## src/rtl/regfile_write_arbiter_pkg.sv

```systemverilog
// regfile_write_arbiter_pkg: shared widths, grant-source encoding and x0 index
package regfile_write_arbiter_pkg;
  localparam int DEF_DATA_WIDTH = 32;
  localparam int DEF_ADDR_WIDTH = 5;
  localparam int REG_X0 = 0;
  typedef enum logic [1:0] {GNT_NONE, GNT_WB, GNT_LL} gnt_t;
endpackage

```

## src/rtl/regfile_write_arbiter_if.sv

```systemverilog
// regfile_write_arbiter_if: WB request, LL handshake and register-file write port bundle
interface regfile_write_arbiter_if
  import regfile_write_arbiter_pkg::*;
#(
  parameter int DATA_WIDTH = DEF_DATA_WIDTH,
  parameter int ADDR_WIDTH = DEF_ADDR_WIDTH,
  parameter int BUF_DEPTH = 2
);
  logic WB_WE;
  logic [ADDR_WIDTH-1:0] WB_A;
  logic [DATA_WIDTH-1:0] WB_WD;
  logic WB_STALL;
  logic LL_VALID;
  logic LL_READY;
  logic [ADDR_WIDTH-1:0] LL_A;
  logic [DATA_WIDTH-1:0] LL_WD;
  logic WE3;
  logic [ADDR_WIDTH-1:0] A3;
  logic [DATA_WIDTH-1:0] WD3;
  logic [$clog2(BUF_DEPTH+1)-1:0] BUF_COUNT;
  modport master (
    output WB_WE, WB_A, WB_WD, LL_VALID, LL_A, LL_WD,
    input WB_STALL, LL_READY, WE3, A3, WD3, BUF_COUNT
  );
  modport slave (
    input WB_WE, WB_A, WB_WD, LL_VALID, LL_A, LL_WD,
    output WB_STALL, LL_READY, WE3, A3, WD3, BUF_COUNT
  );
endinterface

```

## src/rtl/regfile_write_arbiter_sync_fifo.sv

```systemverilog
// sync_fifo: circular FIFO with occupancy count, async active-high reset
module sync_fifo #(
  parameter int WIDTH = 8,
  parameter int DEPTH = 2,
  localparam int PW = DEPTH > 1 ? $clog2(DEPTH) : 1,
  localparam int CW = $clog2(DEPTH + 1)
) (
  input logic clk,
  input logic rst,
  input logic push,
  input logic pop,
  input logic [WIDTH-1:0] din,
  output logic [WIDTH-1:0] dout,
  output logic [CW-1:0] count,
  output logic full,
  output logic empty
);
  logic [WIDTH-1:0] mem [DEPTH];
  logic [PW-1:0] wp, rp;
  // storage needs no reset: pointers and count alone define which entries are valid
  always_ff @(posedge clk)
    if (push) mem[wp] <= din;
  // pointers wrap explicitly at DEPTH-1 so non-power-of-two depths work
  always_ff @(posedge clk or posedge rst)
    if (rst) begin
      wp <= '0;
      rp <= '0;
      count <= '0;
    end else begin
      if (push) wp <= wp == PW'(DEPTH - 1) ? '0 : wp + 1'b1;
      if (pop) rp <= rp == PW'(DEPTH - 1) ? '0 : rp + 1'b1;
      count <= count + CW'(push) - CW'(pop);
    end
  assign dout = mem[rp];
  assign full = count == CW'(DEPTH);
  assign empty = count == '0;
endmodule

```

## src/rtl/regfile_write_arbiter.sv

```systemverilog
// regfile_write_arbiter: shares the register-file write port between WB and a buffered long-latency unit
module regfile_write_arbiter
  import regfile_write_arbiter_pkg::*;
#(
  parameter int DATA_WIDTH = DEF_DATA_WIDTH,
  parameter int ADDR_WIDTH = DEF_ADDR_WIDTH,
  parameter int BUF_DEPTH = 2,
  parameter int STARVE_LIMIT = 4
) (
  input logic CLK,
  input logic RST,
  regfile_write_arbiter_if.slave bus
);
  localparam int SW = $clog2(STARVE_LIMIT + 1);
  localparam logic [ADDR_WIDTH-1:0] X0 = ADDR_WIDTH'(REG_X0);
  gnt_t gnt;
  logic wb_req, force_ll, push, pop, full, empty;
  logic [SW-1:0] starve;
  logic [ADDR_WIDTH+DATA_WIDTH-1:0] head;
  sync_fifo #(.WIDTH(ADDR_WIDTH + DATA_WIDTH), .DEPTH(BUF_DEPTH)) u_fifo (
    .clk(CLK),
    .rst(RST),
    .push(push),
    .pop(pop),
    .din({bus.LL_A, bus.LL_WD}),
    .dout(head),
    .count(bus.BUF_COUNT),
    .full(full),
    .empty(empty)
  );
  // forced drain beats WB, WB beats opportunistic drain; x0 traffic is dropped and reset silences the port
  always_comb begin
    wb_req = bus.WB_WE && bus.WB_A != X0;
    force_ll = !empty && starve == SW'(STARVE_LIMIT);
    gnt = RST ? GNT_NONE : force_ll ? GNT_LL : wb_req ? GNT_WB : !empty ? GNT_LL : GNT_NONE;
    pop = gnt == GNT_LL;
    bus.LL_READY = !RST && !full;
    push = bus.LL_VALID && bus.LL_READY && bus.LL_A != X0;
    bus.WB_STALL = !RST && force_ll && wb_req;
    bus.WE3 = gnt != GNT_NONE;
    bus.A3 = gnt == GNT_WB ? bus.WB_A : gnt == GNT_LL ? head[ADDR_WIDTH+DATA_WIDTH-1:DATA_WIDTH] : '0;
    bus.WD3 = gnt == GNT_WB ? bus.WB_WD : gnt == GNT_LL ? head[DATA_WIDTH-1:0] : '0;
  end
  // age of the waiting FIFO head, saturating at the limit that forces a drain
  always_ff @(posedge CLK or posedge RST)
    if (RST) starve <= '0;
    else starve <= pop || empty ? '0 : starve == SW'(STARVE_LIMIT) ? starve : starve + 1'b1;
endmodule
```

## src/flat_wrapper.sv

```systemverilog
// flat-port wrapper written by rule: the top's interface ports become plain ports
module regfile_write_arbiter_flat import regfile_write_arbiter_pkg::*;
#(
  parameter int DATA_WIDTH = DEF_DATA_WIDTH,
  parameter int ADDR_WIDTH = DEF_ADDR_WIDTH,
  parameter int BUF_DEPTH = 2,
  parameter int STARVE_LIMIT = 4
)
  (CLK, RST, bus_WB_WE, bus_WB_A, bus_WB_WD, bus_LL_VALID, bus_LL_A, bus_LL_WD, bus_WB_STALL, bus_LL_READY, bus_WE3, bus_A3, bus_WD3, bus_BUF_COUNT);
  regfile_write_arbiter_if #(.DATA_WIDTH(DATA_WIDTH), .ADDR_WIDTH(ADDR_WIDTH), .BUF_DEPTH(BUF_DEPTH)) bus_i ();
  input logic CLK;
  input logic RST;
  input wire logic [$bits(bus_i.WB_WE)-1:0] bus_WB_WE;
  input wire logic [$bits(bus_i.WB_A)-1:0] bus_WB_A;
  input wire logic [$bits(bus_i.WB_WD)-1:0] bus_WB_WD;
  input wire logic [$bits(bus_i.LL_VALID)-1:0] bus_LL_VALID;
  input wire logic [$bits(bus_i.LL_A)-1:0] bus_LL_A;
  input wire logic [$bits(bus_i.LL_WD)-1:0] bus_LL_WD;
  output wire logic [$bits(bus_i.WB_STALL)-1:0] bus_WB_STALL;
  output wire logic [$bits(bus_i.LL_READY)-1:0] bus_LL_READY;
  output wire logic [$bits(bus_i.WE3)-1:0] bus_WE3;
  output wire logic [$bits(bus_i.A3)-1:0] bus_A3;
  output wire logic [$bits(bus_i.WD3)-1:0] bus_WD3;
  output wire logic [$bits(bus_i.BUF_COUNT)-1:0] bus_BUF_COUNT;
  assign bus_i.WB_WE = bus_WB_WE;
  assign bus_i.WB_A = bus_WB_A;
  assign bus_i.WB_WD = bus_WB_WD;
  assign bus_i.LL_VALID = bus_LL_VALID;
  assign bus_i.LL_A = bus_LL_A;
  assign bus_i.LL_WD = bus_LL_WD;
  assign bus_WB_STALL = bus_i.WB_STALL;
  assign bus_LL_READY = bus_i.LL_READY;
  assign bus_WE3 = bus_i.WE3;
  assign bus_A3 = bus_i.A3;
  assign bus_WD3 = bus_i.WD3;
  assign bus_BUF_COUNT = bus_i.BUF_COUNT;
  regfile_write_arbiter #(.DATA_WIDTH(DATA_WIDTH), .ADDR_WIDTH(ADDR_WIDTH), .BUF_DEPTH(BUF_DEPTH), .STARVE_LIMIT(STARVE_LIMIT)) u_core (.CLK(CLK), .RST(RST), .bus(bus_i));
endmodule
```

## config.mk

```make
export PLATFORM = sky130hd
export DESIGN_NAME = regfile_write_arbiter_flat
export DESIGN_NICKNAME = d
export VERILOG_FILES = /design/src/rtl/regfile_write_arbiter_pkg.sv /design/src/rtl/regfile_write_arbiter_if.sv /design/src/rtl/regfile_write_arbiter_sync_fifo.sv /design/src/rtl/regfile_write_arbiter.sv /design/src/flat_wrapper.sv
export SDC_FILE = /design/constraint.sdc
export NUM_CORES = 1
export LEC_CHECK = 0
export BUFFER_PORTS_ARGS = -buffer_cell sky130_fd_sc_hd__buf_4
export CAP_MARGIN = 40
export CORE_MARGIN = 2
export CORE_UTILIZATION = 35
export CTS_CLUSTER_SIZE = 40
export DETAILED_ROUTE_END_ITERATION = 10
export PLACE_DENSITY = 0.58
export SYNTH_ARGS = -nofsm -noshare
export SYNTH_HDL_FRONTEND = slang
export SYNTH_SLANG_ARGS = --single-unit
export TNS_END_PERCENT = 30
```

## constraint.sdc

```tcl
create_clock -name CLK -period 5.55 [get_ports CLK]
set_clock_uncertainty 0.05 [all_clocks]
set_input_delay 0 -clock CLK [delete_from_list [all_inputs] [get_ports CLK]]
set_output_delay 0 -clock CLK [all_outputs]
set_load 0.01 [all_outputs]
```

-- Yosys cells after proc, flatten, opt, wreduce, memory -nomap -nowiden
Memory sizes are Yosys's and may differ from the RTL's.
Index checks and enable logic that the tools add are counted.
- reduce and logical (&&, ||, !) cells: 15
- equal/unequal tests: 5
- add/sub/neg operators: 5
- multiplexer cells: 14
- operators by type and width (cell ; number):
    $mux W32 ; 2
    $mux W5 ; 2
    $reduce_bool A5 Y1 ; 2
    $mux W2 ; 4
    $logic_and A1 B1 Y1 ; 7
    $mux W3 ; 2
    $eq A2 B2 Y1 const B ; 2
    $mux W1 ; 4
    $add A3 B1 Y3 const B ; 1
    $eq A3 B3 Y1 const B ; 1
    $logic_not A1 Y1 ; 3
    $add A1 B1 Y1 const B ; 2
    $add A2 B1 Y2 ; 1
    $eq A2 B1 Y1 const B ; 1
    $logic_not A2 Y1 ; 1
    $ne A2 B2 Y1 const B ; 1
    $reduce_bool A2 Y1 ; 1
    $sub A2 B1 Y2 ; 1
    $logic_or A1 B1 Y1 ; 1
- memory bits (writable): 74
- memories: 1
- word-level logic and storage cells: 44
- bits in registers: 7
- input bits: 78
- memory list (memory ; words ; width ; rd ports ; clocked after Yosys merged registers in ; wr ports ; RTL line ; text):
    u_core.u_fifo.mem ; 2 ; 37 ; 1 ; 0 ; 1 ; regfile_write_arbiter_sync_fifo.sv:18 ; logic [WIDTH-1:0] mem [DEPTH];

-- Longest topological paths before layout
Gate-level depths: netlist of run 1.
- word-level depth: 8
- depth in mapped cells: 11
- mapped depth without buffers: 10

-- Hierarchy
From an unflattened synthesis of run 1, not the netlist that was laid out.
- cells, all modules: 209
- area, all modules: 3651.0 um^2
- by module, submodules not included (module ; area each (um^2) ; cells an instance ; instances ; sequential area each (um^2)):
    sync_fifo ; 2952.8 ; 131 ; 1 ; 2322.2
    regfile_write_arbiter ; 698.2 ; 78 ; 1 ; 75.1

-- Least setup slack after synthesis of run 1
OpenSTA, ideal clock, no wires.
- path kind: register to register
- start: register u_core.u_fifo.count[0]
- end: memory u_core.u_fifo.mem[0][0] (netlist bit), enable pin
- required time: 5.069 ns
- slack: 2.443 ns
- library setup time: 0.431 ns
- data arrival time: 2.625 ns
- path buffers: 0
- cell stages (with the launch flop): 5
- path through: dfrtp_1 -> inv_1 -> a21oi_1 -> o211ai_1 -> nor2_1
- longest elaborated chain between the ends: 7
- RTL lines (what ; RTL line ; text):
    from (decl) ; regfile_write_arbiter_sync_fifo.sv:14 ; output logic [CW-1:0] count,
    from (signal assigned) ; regfile_write_arbiter_sync_fifo.sv:32 ; count <= count + CW'(push) - CW'(pop);
    $eq A2 B2 Y1 ; regfile_write_arbiter_sync_fifo.sv:35 ; assign full = count == CW'(DEPTH);
    $logic_not A1 Y1 ; regfile_write_arbiter.sv:37 ; bus.LL_READY = !RST && !full;
    $logic_and A1 B1 Y1 ; regfile_write_arbiter.sv:37 ;
    via bus_LL_READY ; flat_wrapper.sv:20 ; output wire logic [$bits(bus_i.LL_READY)-1:0] bus_LL_READY;
    $logic_and A1 B1 Y1 (2 in a row) ; regfile_write_arbiter.sv:38 ; push = bus.LL_VALID && bus.LL_READY && bus.LL_A != X0;
    $mux W1 ; regfile_write_arbiter_sync_fifo.sv:22 ; if (push) mem[wp] <= din;
    $mux W1 (not written as such) ; regfile_write_arbiter_sync_fifo.sv:22 ;
    to (decl) ; regfile_write_arbiter_sync_fifo.sv:18 ;
The timed path passes the listed nets, and every way through them passes these cells.

-- Final worst setup path of run 1
- start: register u_core.starve[0]
- end: output bus_WD3[14]
- longest elaborated chain between the ends: 7
- elaborated cells on any way between the ends: 8
- those cells by class: eq/ne (3); mux (4); reduce/logical (1)
- RTL lines (what ; RTL line ; text):
    from (decl) ; regfile_write_arbiter.sv:18 ; logic [SW-1:0] starve;
    from (signal assigned) ; regfile_write_arbiter.sv:47 ; else starve <= pop || empty ? '0 : starve == SW'(STARVE_LIMIT) ? starve : starve + 1'b1;
    $eq A3 B3 Y1 * ; regfile_write_arbiter.sv:34 ; force_ll = !empty && starve == SW'(STARVE_LIMIT);
    $logic_and A1 B1 Y1 * ; regfile_write_arbiter.sv:34 ;
    $mux W2 * (2 in a row) ; regfile_write_arbiter.sv:35 ; gnt = RST ? GNT_NONE : force_ll ? GNT_LL : wb_req ? GNT_WB : !empty ? GNT_LL : GNT_NONE;
    $eq A2 B2 Y1 ; regfile_write_arbiter.sv:42 ; bus.WD3 = gnt == GNT_WB ? bus.WB_WD : gnt == GNT_LL ? head[DATA_WIDTH-1:0] : '0;
    $mux W32 ; regfile_write_arbiter.sv:42 ;
    $mux W32 * ; regfile_write_arbiter.sv:42 ;
    to (decl) ; flat_wrapper.sv:23 ; output wire logic [$bits(bus_i.WD3)-1:0] bus_WD3;
Every way passes the cells marked *; elsewhere a longest branch is shown, timed or not.

==> impl_metrics.py, run 1 <==
metrics = {
    "status": {
        "status": "finished clean",
    },
    "job": {
        "drv_cap": 0,
    },
    "yosys": {
        "netlist_instances": 212,
        "synthArstFlopShare_pct": 8.64,
        "syn_avg_cell_area_um2": 16.8,
        "ys_types": 31,
        "netlist_area_um2": 3570,
        "yosysWarnings": 0,
        "synth_ff_type": "edfxtp_1",
        "yosys-top-cells-area": "edfxtp_1 (62%), mux2_2 (12%), a32o_1 (10%)",
        "synthMostInstantiatedCell": "edfxtp_1",
        "syn-num-nets": 294,
        "yosys-top-cells-count": "edfxtp_1 (74), a32o_1 (37), mux2_2 (37)",
        "netlist.area_leader.share_pct": 62.3,
        "synth-seq-cells": 81,
        "synth-edff-count": 74,
        "yosys.area.top_type": "edfxtp_1",
        "synth-seq-area-share_pct": 67.2,
    },
    "hold_path": {
        "hold_class": "input pin to flop",
        "min_to": "u_core.u_fifo.rp$_DFFE_PP0N_",
        "min_path_cells": 4,
        "hold_path.startpoint": "bus_WB_WE",
    },
    "floorplanning": {
        "die_h_um": 105,
        "initial_utilization_pct": 36.4,
        "core_um2": 9820,
        "io_pins": 120,
        "die_w_um": 105,
        "row_count": 36,
        "die_area_um2": 11000,
    },
    "clock_tree": {
        "hold_buffers": 38,
        "ctsHtreeMaxLevel": 3,
        "cts_made_buffers": 9,
        "cts.reportedPaths.clkPinSlew_ps": 80,
        "cts_root_buffer": "clkbuf_8",
        "clk_latency_ps": 330,
        "cts.path.max_buffers": 2,
        "cts_resized": 0,
        "post_cts_buffers": 0,
        "cts_tree": "done",
        "cts.sinks": 81,
    },
    "setup_path": {
        "cp-start-kind": "flop",
        "regToRegStartpoint": "u_core.u_fifo.count[1]$_DFF_PP0_",
        "crit_start": "u_core.starve[0]$_DFFE_PP0P_",
        "end_kind": "output pin",
        "worst_ep_required_time_ps": 5500,
        "r2r_setup_slack_ps": 3370,
        "path_max_fanout": 23,
        "arrival_ps": 2790,
        "reg2regPathDepth": 9,
        "critical_path_class": "flop to output pin",
        "rr_endpoint": "u_core.u_fifo.count[1]$_DFF_PP0_",
    },
    "timing": {
        "max-slew-margin-rel_pct": 44.7,
        "final-setup-viol-count": 0,
        "drv_slew": 0,
        "final.period_utilization_pct": 51.2,
        "fin_tns_setup_ps": 0,
        "fmax_mhz": 352,
        "rsz0062_at_grt": "no",
        "fin_crit_ps": 2840,
        "worst_pin_slew_ps": 827,
        "hold_viol_final": 0,
    },
    "grt": {
        "grt_overflow": 0,
        "grt_max_degree": 40,
        "grt_pass1_vias": 2596,
        "antenna_found_initial": 0,
        "grt_pass1_wl_mm": 13.0,
        "grt_util_all_layers_pct": 15.2,
    },
    "detailed_routing": {
        "drt-total-wl_mm": 8.35,
        "antenna_left": 0,
        "drtPass1Iterations": 4,
        "drc": 0,
        "drt-vias-per-instance": 5.00,
        "drt-initial-drc-count": 126,
        "num_vias": 2536,
        "routedWlPerCell_um": 16.5,
    },
    "place": {
        "dp_cells": 454,
        "gp_congestion": 0.742,
        "hpwl_mm": 5.55,
        "io_buffers": 119,
    },
    "layout": {
        "syn2layout_area_growth_pct": 48.5,
        "nets": 452,
        "regArea_um2": 2400,
        "antenna_cells": 0,
        "finalNonFillerCells": 507,
        "multi_input_area_um2": 1100,
        "layout-drive-gt1-share_pct": 50.3,
        "fill_cells": 868,
    },
    "power_and_ir_drop": {
        "power.density_nw_per_um2": 385,
        "ir_drop_uv": 209,
        "p_leak_nw": 2.03,
    },
}
-- worst max path at each step --
| stage | end | slack [ps] |
|---|---|---|
| 2_1_floorplan | u_core.u_fifo.mem[0][0]$_DFFE_PP_ | 2440 |
| 3_3_place_gp | u_core.u_fifo.mem[1][22]$_DFFE_PP_ | 3040 |
| 3_5_place_dp | bus_WD3[3] | 3080 |
| 4_1_cts | bus_WD3[24] | 2690 |
| 5_1_grt | bus_WD3[3] | 2520 |
| 6_report | bus_WD3[14] | 2710 |
-- registers in the layout, summed over array words and instances (netlist names) --
| register | cells |
|---|---|
| u_core.starve | 3 |
| u_core.u_fifo.wp | 1 |
| u_core.u_fifo.rp | 1 |
| u_core.u_fifo.mem | 74 |
| u_core.u_fifo.count | 2 |
-- cell usage in the layout (no fill, tap or decap), types with 3 or more instances in the layout --
cell / instances
buf_4: 121
edfxtp_1: 74
dlygate4sd3_1: 38
mux2_2: 37
a32o_1: 37
clkbuf_8: 9
dfrtp_1: 6
inv_1: 5
nor2_4: 4
ha_1: 4
a21oi_1: 3
nor2_1: 3
xnor2_1: 3
bufinv_16: 3
buf_12: 3
-- metrics by stage --
step                      hold WS, ps  area, um^2  setup WS [ps]  util, %  total power [mW]
after global placement          -69.7        4600           3040     46.9              1.49
after floorplan                 -53.6        3570           2440        -              1.25
final                            54.5        5300           2710     54.0              2.04
after detailed placement        -67.2        4690           3080     47.7              1.54
after CTS                        42.5        5300           2690     54.0              2.06
after global routing             53.0        5300           2520     54.0              2.15
-- worst max-delay path: stages (launching register included) --
cell     delay (ps)
dfrtp_1         390
inv_1            60
ha_1            240
nand2_1         210
nor2_1          100
nor4b_4         710
buf_4           410
a32o_1          200
buf_4           130
-- area by class of cell --
| class | instances | area share, % |
|---|---|---|
| Clock buffer | 10 | 2.41 |
| Clock inverter | 5 | 1.96 |
| Inverter | 6 | 0.425 |
| Multi-Input combinational cell | 109 | 20.8 |
| Sequential cell | 81 | 45.3 |
| Tap cell | 133 | 3.14 |
| Timing Repair Buffer | 163 | 26.0 |
-- per-layer routing --
layer  routed length, um  GRT usage, %  up-vias
li1                    -             -     1196
met5                   0             0        -
met3                 377          2.74       13
met4                 146          6.57        0
met1                3520          18.7     1248
met2                4310          26.2       79
-- report_power, final --
group	internal, mW	leakage (nW)	switching, mW
Combinational	0.383	1.15	0.319
Clock	0.298	0.117	0.206
Sequential	0.766	0.760	0.0703
Total	1.45	2.03	0.595
-- cells by family after synthesis --
kind of cell,count (synthesis),share of synthesized area (%)
AOI/OAI and AO/OA,47,12.4
adders and majority gates,4,1.40
and+or+nand+nor,16,3.12
muxes,38,12.0
xor gates and xnor gates,4,1.19
buffers and inverters,22,2.77
DFF,81,67.2
Power figures use the tool's default switching activity.
==> inputs of run 2 (changes only) <==
--- a/config.mk
+++ b/config.mk
@@ -5,13 +5,14 @@
 export SDC_FILE = /design/constraint.sdc
 export NUM_CORES = 1
 export LEC_CHECK = 0
+export ABC_AREA = 1
 export BUFFER_PORTS_ARGS = -buffer_cell sky130_fd_sc_hd__buf_4
 export CAP_MARGIN = 40
 export CORE_MARGIN = 2
 export CORE_UTILIZATION = 35
 export CTS_CLUSTER_SIZE = 40
 export DETAILED_ROUTE_END_ITERATION = 10
-export PLACE_DENSITY = 0.58
+export PLACE_DENSITY = 0.6
 export SYNTH_ARGS = -nofsm -noshare
 export SYNTH_HDL_FRONTEND = slang
 export SYNTH_SLANG_ARGS = --single-unit
==> constraint.sdc (replaced) <==
create_clock -name CLK -period 2.4 [get_ports CLK]
set_clock_uncertainty 0.05 [all_clocks]
set_input_delay 0 -clock CLK [delete_from_list [all_inputs] [get_ports CLK]]
set_output_delay 0 -clock CLK [all_outputs]
set_load 0.01 [all_outputs]
==> impl_metrics.py, run 2 <==
metrics = {
    "detailed_routing": {
        "antenna_left": 0,
        "drt-vias-per-instance": 4.44,
        "drt-initial-drc-count": 202,
        "drtPass1Iterations": 4,
        "drc": 0,
        "drt-total-wl_mm": 8.67,
        "num_vias": 2987,
        "routedWlPerCell_um": 12.9,
    },
    "floorplanning": {
        "initial_utilization_pct": 36.2,
        "die_area_um2": 11600,
        "core_um2": 10400,
        "row_count": 37,
        "die_h_um": 108,
        "io_pins": 120,
        "die_w_um": 108,
    },
    "timing": {
        "rsz0062_at_grt": "no",
        "fmax_mhz": 479,
        "final-setup-viol-count": 0,
        "max-slew-margin-rel_pct": 67.6,
        "worst_pin_slew_ps": 487,
        "final.period_utilization_pct": 87.0,
        "fin_crit_ps": 2090,
        "drv_slew": 0,
        "worst_hold_slack_ps": 120,
        "hold_viol_final": 0,
    },
    "power_and_ir_drop": {
        "p_comb_share_pct": 36.0,
        "power.switching_mw": 1.56,
        "switching_share_pct": 33.8,
        "p_leak_nw": 2.48,
        "power.density_nw_per_um2": 854,
        "clockPowerShare_pct": 23.1,
        "sequentialPowerShare_pct": 41.0,
        "ir_drop_uv": 590,
        "intPower_mw": 3.04,
    },
    "setup_path": {
        "regToRegStartpoint": "u_core.u_fifo.count[0]$_DFF_PP0_",
        "worst_ep_required_time_ps": 2350,
        "arrival_ps": 2040,
        "critical_path_class": "flop to output pin",
        "end_kind": "output pin",
        "crit_start": "u_core.starve[0]$_DFFE_PP0P_",
        "cp-start-kind": "flop",
        "path_max_fanout": 37,
    },
    "grt": {
        "grt_max_degree": 38,
        "grt_overflow": 0,
        "grt_pass1_wl_mm": 13.7,
        "grt_util_all_layers_pct": 15.2,
        "grt_pass1_vias": 2920,
        "antenna_found_initial": 0,
    },
    "layout": {
        "fill_cells": 955,
        "antenna_cells": 0,
        "layout_commonest_cell": "nand2_1",
        "top_register": "u_core.u_fifo.mem",
        "final_area_um2": 5390,
        "largest_reg_flops": 74,
        "fin_util_pct": 51.9,
        "layout_common_cells": "nand2_1 (184), buf_4 (127), edfxtp_1 (74)",
        "layout-drive-gt1-share_pct": 30.7,
        "top_regs": "u_core.u_fifo.mem (74), u_core.starve (3), u_core.u_fifo.count (2)",
        "syn2layout_area_growth_pct": 43.6,
        "nets": 614,
    },
    "yosys": {
        "synthArstFlopShare_pct": 8.64,
        "syn-num-nets": 454,
        "synth-seq-area-share_pct": 63.9,
        "yosys-top-cells-count": "nand2_1 (184), edfxtp_1 (74), nand3_1 (37)",
        "syn_avg_cell_area_um2": 10.1,
        "yosys.area.top_type": "edfxtp_1",
        "synth_ff_type": "edfxtp_1",
        "netlist_area_um2": 3750,
        "synth-seq-cells": 81,
        "yosysWarnings": 0,
        "netlist_instances": 372,
        "netlist.area_leader.share_pct": 59.2,
        "yosys-top-cells-area": "edfxtp_1 (59%), nand2_1 (18%), nand3_1 (4.9%)",
        "synthMostInstantiatedCell": "nand2_1",
        "synth-edff-count": 74,
        "ys_types": 25,
    },
    "clock_tree": {
        "cts_made_buffers": 9,
        "ctsHtreeMaxLevel": 3,
        "cts_root_buffer": "clkbuf_8",
        "post_cts_buffers": 0,
        "clk_latency_ps": 340,
        "cts_tree": "done",
        "cts.sinks": 81,
        "cts.path.max_buffers": 2,
        "cts.reportedPaths.clkPinSlew_ps": 80,
    },
    "place": {
        "gp_congestion": 0.757,
        "place_area_um2": 4780,
        "io_buffers": 119,
        "hpwl_mm": 5.89,
    },
    "hold_path": {
        "hold_path.startpoint": "bus_WB_A[0]",
        "hold_class": "input pin to flop",
    },
    "status": {
        "status": "finished clean",
    },
    "job": {
        "drv_cap": 0,
    },
}
[run 2: area by class of cell]
type | instances | area [um^2] | share of cell area [%]
Clock inverter | 7 | 95.1 | 1.77
Inverter | 12 | 47.5 | 0.883
Clock buffer | 9 | 124 | 2.30
Timing Repair Buffer | 168 | 1380 | 25.7
Tap cell | 136 | 170 | 3.16
Sequential cell | 81 | 2400 | 44.5
Multi-Input combinational cell | 260 | 1170 | 21.7
[run 2: routing by layer]
layer / GRT usage [%] / up-vias / wire [um]
met5: 0 / - / 0
met4: 4.85 / 0 / 93
met3: 2.48 / 9 / 475
met2: 26.7 / 94 / 4210
met1: 19.2 / 1345 / 3890
li1: - / 1539 / -
[run 2: kinds of logic after synthesis]
family                     after synthesis  share of synthesized area (%)
AOI/OAI and AO/OA                        3                          0.400
buffers and inverters                   31                           5.34
xor gates and xnor gates                 5                           1.17
DFF                                     81                           63.9
and+or+nand+nor                        248                           27.9
adders and majority gates                4                           1.33
[run 2: repair_timing]
action                                 in CTS  in global routing
gates resized for setup                     0                  0
endpoints found under the hold margin      82                  0
hold buffers                               39                  0
[run 2: power groups by stage]
stage               clock (mW)  sequential, mW  combinational (mW)
finish                    1.06            1.88                1.65
global route              1.15            1.91                1.88
CTS                       1.08            1.88                1.68
detailed placement           0            1.92                1.62
global placement             0            1.90                1.60
floorplan                    0            1.88                1.04
[run 2: through the flow]
stage | power, mW | setup slack, ps | cells | setup TNS, ps
2_1_floorplan | 2.92 | -24.6 | 372 | -1820
3_3_place_gp | 3.51 | 569 | 618 | 0
3_5_place_dp | 3.54 | 504 | 618 | 0
4_1_cts | 4.64 | 284 | 673 | 0
5_1_grt | 4.93 | 80.8 | 673 | 0
6_report | 4.60 | 312 | 673 | 0
[run 2: final timing paths]
kind | to | slack (ps) | cells after the start
worst max-delay path | bus_A3[4] | 310 | 10
worst min-delay path | u_core.u_fifo.rp$_DFFE_PP0N_ | 120 | 6
worst max register to register | u_core.u_fifo.mem[0][33]$_DFFE_PP_ | 450 | 5
worst min register to register | u_core.starve[0]$_DFFE_PP0P_ | 500 | 2
max in group asynchronous | u_core.starve[2]$_DFFE_PP0P_ | 1920 | 3
min in group asynchronous | u_core.u_fifo.count[1]$_DFF_PP0_ | 160 | 3
[run 2: worst max-delay path, stage by stage (launching register included)]
cell and delay, ps:
dfrtp_1 410, inv_1 90, ha_1 150, nand2_1 90
nand3_2 100, nand2_4 80, inv_4 60, buf_4 380
nand2_1 90, o21ai_0 90, buf_4 150
